### src/rtl/apb_rr_master.sv
// apb_rr_master
//   Two-requester APB master. Picks one command at a time round-robin,
//   runs the APB SETUP/ACCESS phases toward the slave, and returns read data
//   and error status to the requester that won. An ACCESS-phase timeout
//   aborts a transfer whose slave never raises PREADY.
//
// Ports
//   PCLK, PRESET          clock, asynchronous active-high reset
//   req_valid/req_ready   per-requester handshake (bit i = requester i);
//                         req_ready is combinational, one-hot or zero
//   req_write/addr/wdata  per-requester command, packed by requester index
//   rsp_valid             one-cycle strobe on the granted requester's bit
//   rsp_rdata/rsp_err     shared response payload, held until the next one
//   busy                  high whenever the FSM is not IDLE
//   PSEL..PSLVERR         APB master interface
//
// state  | meaning
// IDLE   | waiting for a command; grant is combinational here
// SETUP  | APB setup phase (PSEL=1, PENABLE=0)
// ACCESS | APB access phase, waiting on PREADY or timeout
// RESP   | response strobe to the granted requester, bus released
module apb_rr_master #(
    parameter int ADDR_W  = 32,
    parameter int DATA_W  = 32,
    parameter int TIMEOUT = 16
) (
    input  logic                PCLK,
    input  logic                PRESET,
    input  logic [1:0]          req_valid,
    output logic [1:0]          req_ready,
    input  logic [1:0]          req_write,
    input  logic [2*ADDR_W-1:0] req_addr,
    input  logic [2*DATA_W-1:0] req_wdata,
    output logic [1:0]          rsp_valid,
    output logic [DATA_W-1:0]   rsp_rdata,
    output logic                rsp_err,
    output logic                busy,
    output logic                PSEL,
    output logic                PENABLE,
    output logic                PWRITE,
    output logic [ADDR_W-1:0]   PADDR,
    output logic [DATA_W-1:0]   PWDATA,
    input  logic [DATA_W-1:0]   PRDATA,
    input  logic                PREADY,
    input  logic                PSLVERR
);

    typedef enum logic [1:0] {
        S_IDLE,
        S_SETUP,
        S_ACCESS,
        S_RESP
    } state_t;

    // Wide enough to hold TIMEOUT itself; one bit when the timeout is disabled.
    localparam int CNT_W = (TIMEOUT > 0) ? $clog2(TIMEOUT + 1) : 1;

    state_t              state_q;
    logic                last_grant_q;
    logic                gnt_q;
    logic [CNT_W-1:0]    cnt_q;
    logic                psel_q;
    logic                penable_q;
    logic                pwrite_q;
    logic [ADDR_W-1:0]   paddr_q;
    logic [DATA_W-1:0]   pwdata_q;
    logic [1:0]          rsp_valid_q;
    logic [DATA_W-1:0]   rsp_rdata_q;
    logic                rsp_err_q;
    logic                busy_q;

    logic                gnt_vld_d;
    logic                gnt_d;
    logic [CNT_W-1:0]    cnt_d;
    logic                tmo_hit_d;

    // Round-robin pick: on contention the requester that did not win last time.
    always_comb begin
        gnt_vld_d = 1'b0;
        gnt_d     = 1'b0;
        if (state_q == S_IDLE) begin
            if (req_valid == 2'b11) begin
                gnt_vld_d = 1'b1;
                gnt_d     = ~last_grant_q;
            end else if (req_valid[0]) begin
                gnt_vld_d = 1'b1;
                gnt_d     = 1'b0;
            end else if (req_valid[1]) begin
                gnt_vld_d = 1'b1;
                gnt_d     = 1'b1;
            end
        end
    end

    assign req_ready = {gnt_vld_d & gnt_d, gnt_vld_d & ~gnt_d};

    // Saturating increment; the abort fires on the wait cycle that would
    // bring the count up to TIMEOUT.
    assign cnt_d     = (cnt_q == '1) ? cnt_q : cnt_q + CNT_W'(1);
    assign tmo_hit_d = (TIMEOUT != 0) && (cnt_d == CNT_W'(TIMEOUT));

    always_ff @(posedge PCLK or posedge PRESET) begin
        if (PRESET) begin
            state_q      <= S_IDLE;
            last_grant_q <= 1'b1;
            gnt_q        <= 1'b0;
            cnt_q        <= '0;
            psel_q       <= 1'b0;
            penable_q    <= 1'b0;
            pwrite_q     <= 1'b0;
            paddr_q      <= '0;
            pwdata_q     <= '0;
            rsp_valid_q  <= 2'b00;
            rsp_rdata_q  <= '0;
            rsp_err_q    <= 1'b0;
            busy_q       <= 1'b0;
        end else begin
            rsp_valid_q <= 2'b00;
            case (state_q)
                S_IDLE: begin
                    if (gnt_vld_d) begin
                        gnt_q        <= gnt_d;
                        last_grant_q <= gnt_d;
                        pwrite_q     <= req_write[gnt_d];
                        paddr_q      <= gnt_d ? req_addr[2*ADDR_W-1:ADDR_W]
                                              : req_addr[ADDR_W-1:0];
                        pwdata_q     <= gnt_d ? req_wdata[2*DATA_W-1:DATA_W]
                                              : req_wdata[DATA_W-1:0];
                        psel_q       <= 1'b1;
                        busy_q       <= 1'b1;
                        state_q      <= S_SETUP;
                    end
                end
                S_SETUP: begin
                    penable_q <= 1'b1;
                    state_q   <= S_ACCESS;
                end
                S_ACCESS: begin
                    // A ready slave wins over a timeout landing in the same cycle.
                    if (PREADY) begin
                        rsp_rdata_q <= pwrite_q ? '0 : PRDATA;
                        rsp_err_q   <= PSLVERR;
                        rsp_valid_q <= gnt_q ? 2'b10 : 2'b01;
                        psel_q      <= 1'b0;
                        penable_q   <= 1'b0;
                        state_q     <= S_RESP;
                    end else if (tmo_hit_d) begin
                        rsp_rdata_q <= '0;
                        rsp_err_q   <= 1'b1;
                        rsp_valid_q <= gnt_q ? 2'b10 : 2'b01;
                        psel_q      <= 1'b0;
                        penable_q   <= 1'b0;
                        state_q     <= S_RESP;
                    end else begin
                        cnt_q <= cnt_d;
                    end
                end
                S_RESP: begin
                    cnt_q   <= '0;
                    busy_q  <= 1'b0;
                    state_q <= S_IDLE;
                end
                default: begin
                    state_q <= S_IDLE;
                end
            endcase
        end
    end

    assign rsp_valid = rsp_valid_q;
    assign rsp_rdata = rsp_rdata_q;
    assign rsp_err   = rsp_err_q;
    assign busy      = busy_q;
    assign PSEL      = psel_q;
    assign PENABLE   = penable_q;
    assign PWRITE    = pwrite_q;
    assign PADDR     = paddr_q;
    assign PWDATA    = pwdata_q;

endmodule

### config.mk
export PLATFORM = sky130hd
export DESIGN_NAME = apb_rr_master
export DESIGN_NICKNAME = d
export VERILOG_FILES = /design/src/rtl/apb_rr_master.sv
export SDC_FILE = /design/constraint.sdc
export NUM_CORES = 1
export LEC_CHECK = 0
export BUFFER_PORTS_ARGS = -buffer_cell sky130_fd_sc_hd__buf_4
export CORE_MARGIN = 10
export CORE_UTILIZATION = 44
export DETAILED_ROUTE_END_ITERATION = 6
export PLACE_DENSITY = 0.8
export SETUP_SLACK_MARGIN = 0.15
export SLEW_MARGIN = 0
export SYNTH_ARGS = -nofsm -noshare
export SYNTH_HDL_FRONTEND = slang
export SYNTH_SLANG_ARGS = --single-unit
### constraint.sdc
create_clock -name PCLK -period 4.6 [get_ports PCLK]
set_input_delay 0.69 -clock PCLK [delete_from_list [all_inputs] [get_ports PCLK]]
set_output_delay 0.69 -clock PCLK [all_outputs]
set_load 0.005 [all_outputs]
==> metrics.txt <==
RSZ-0062 raised after global routing no; yosys warns 0; Slew headroom between 10% and 20%; Fin Setup TNS 0 ns; post-route ant nets 0; Final period util 58.2%; Area Overhead vs Synth 48.2%; Synth top area share about 57%; commonest non-fill, non-tap cells in the layout buf_4 (278), dfrtp_1 (111), nor2_1 (72); Post-Synth Adder-Cell Area under 10%; Synth area leaders dfrtp_1 (57%), o21ai_0 (7.4%), a21oi_1 (7.3%); Critical Path AT just under 2 ns; number of gates resized after CTS 0; global router's overall resource usage a little over a fifth; pre-CTS WS ~2.2 ns; CTS Root Cell clkbuf_8; row count 38; sequential-to-total area share from yosys stat ~58%; VDD IR max 331 uV; Via Count 4,910; Yosys reg bits about 110; aggregate global routing overflow 0; Core Footprint about 0.011 mm2; HPWL Detailed 13.5 mm; final hold vios 0; fin. max-slew vios 0; Worst Clk Skew 0.00875 ns; Power Density approximately 600 mW/mm2; I/O pin count about 270; Hold Crit Class reg -> reg; Slew @ Worst Pin between 1 and 1.5 ns; Final min period roughly 2.7 ns; Mapped Nets about 690; total number of H-tree levels 3; Port-buffer cells approximately 270; cts hold-fix bufs 0; Residual DRC 0; Yosys top cell by area dfrtp_1; setup bufs post-CTS 0; routability cong. 0.802; largest family of logic cells by synthesized area compound AO/OA/AOI/OAI gates; Mapped Avg Cell Area 9.40 um2; simple-gate share of the synthesized area between 10% and 20%; fmax 373 MHz; clock tree buffer depth 2; mux share of post-synthesis cell area less than 1%; Mapped Cells just over 500; antenna cells 0; required time of the critical path slightly below 4 ns; critical path type reg -> out; leading cell type in the layout, fill and taps excluded buf_4; pin count of the biggest net entering global routing 87; clock sink total 112; final setup margin roughly 1.9 ns; first-pass GRT wire length 27.7 mm; WL final around 18 mm; ratio of cells with drive above 1 in the final layout between 30% and 40%; vias in the first global route ~5,000; number of buffers created by CTS 9; leakage around 3.6 nW; CTS tree yes; worst-path maximum fanout 19; Worst Setup Start Kind register; Synth Area in Compound Gates between 20% and 30%; DR iter-0 viols 353; die area 0.0156 mm2; via/cell ratio ~5.4; worst skew pair latency roughly 0.38 ns; DIE WIDTH between 100 and 150 um; status complete, no violations; synth unique cells 34; CP endpoint kind output pin; WL/cell roughly 20 um; Die H between 100 and 150 um; maxcap violations 0; Starting Density roughly 45%; Nets 941; drt first pass iters 7; Synth Cell Area slightly below 0.005 mm2; xor-xnor portion of the synthesized cell area 0%; Worst-path clk slew 0.10 ns; Setup violations, final 0; initial antenna violation count 0
stage by stage:
step / cells / area [um2] / power, mW / util [%] / hold WS, ns
after global placement: 897 / 6990 / 3.72 / 64.8 / 0.464
after detailed placement: 897 / 6990 / 3.81 / 64.8 / 0.472
after floorplan: 515 / 4840 / 2.66 / - / 0.424
after CTS: 913 / 7180 / 4.37 / 66.5 / 0.495
final: 913 / 7180 / 4.33 / 66.5 / 0.490
after global routing: 913 / 7180 / 4.67 / 66.5 / 0.502
registers in the layout (all words and copies together) (netlist names), 2 cells and up:
register / cells
state_q: 2
PADDR: 32
cnt_q: 5
PWDATA: 32
rsp_valid: 2
rsp_rdata: 32
critical path, stage by stage, from the launching register on:
cell     delay, ns
dfrtp_1       0.41
inv_1         0.11
ha_1          0.29
nand2_1       0.14
a21oi_4       0.43
buf_4         0.21
report_power, final:
part           internal [mW]  switching (mW)  leakage (nW)  total (mW)
combinational           1.03            1.01          2.11        2.03
sequential              1.45           0.282          1.39        1.73
clock                  0.240           0.329        0.0992       0.568
total                   2.72            1.62          3.60        4.33
synthesized netlist by cell type (all sizes together):
cell type and number:
dfrtp 111, nor2 73, o21ai 73, a21oi 71, nand2 70, a22o 34
clkbuf 32, inv 13, ha 5, buf 4, nor3b 3, a32o 2
mux2 2, mux2i 2, nand3 2, nand4 2, nor2b 2, a2111oi 1
a211o 1, a211oi 1, a221o 1, a31oi 1, and2 1, and3 1
dfstp 1, nand3b 1, o21a 1, o22a 1, o22ai 1, o32a 1
or2 1
area by class of cell:
cell class                      instances  area, um2
Fill cell                             853       3620
Multi-Input combinational cell        354       1880
Tap cell                              140        175
Inverter                               13       51.3
Sequential cell                       112       2800
Clock inverter                          3       15.0
Clock buffer                           13        169
Timing Repair Buffer                  278       2090
logic make-up after synthesis:
group	after synthesis
flip-flops	112
buffers and inverters	49
multiplexers	4
AO/OA/AOI/OAI	189
AND/OR/NAND/NOR	156
adder cells (fa/ha/maj)	5
path summary, 6_finish.rpt:
kind                            startpoint  cells after the start  slack [ns]            end
worst max register to register  state_q[0]                      6        2.14      PADDR[25]
worst max-delay path            state_q[0]                      5        1.92   req_ready[1]
max in group asynchronous           PRESET                      3        3.05      PADDR[21]
min in group asynchronous           PRESET                      2        0.57  rsp_rdata[22]
worst min-delay path             PWDATA[4]                      2        0.49      PWDATA[4]
worst min register to register   PWDATA[4]                      2        0.49      PWDATA[4]
metal layers:
| metal | vias up | part of all wire, % | GRT usage, % |
|---|---|---|---|
| li1 | 2270 | - | - |
| met1 | 2349 | 39 | 25.3 |
| met3 | 30 | 11 | 9.36 |
| met4 | 0 | 2.2 | 7.25 |
| met2 | 261 | 48 | 35.6 |
| met5 | - | 0 | 0 |
Note: power is estimated with default switching activity, not from simulation.
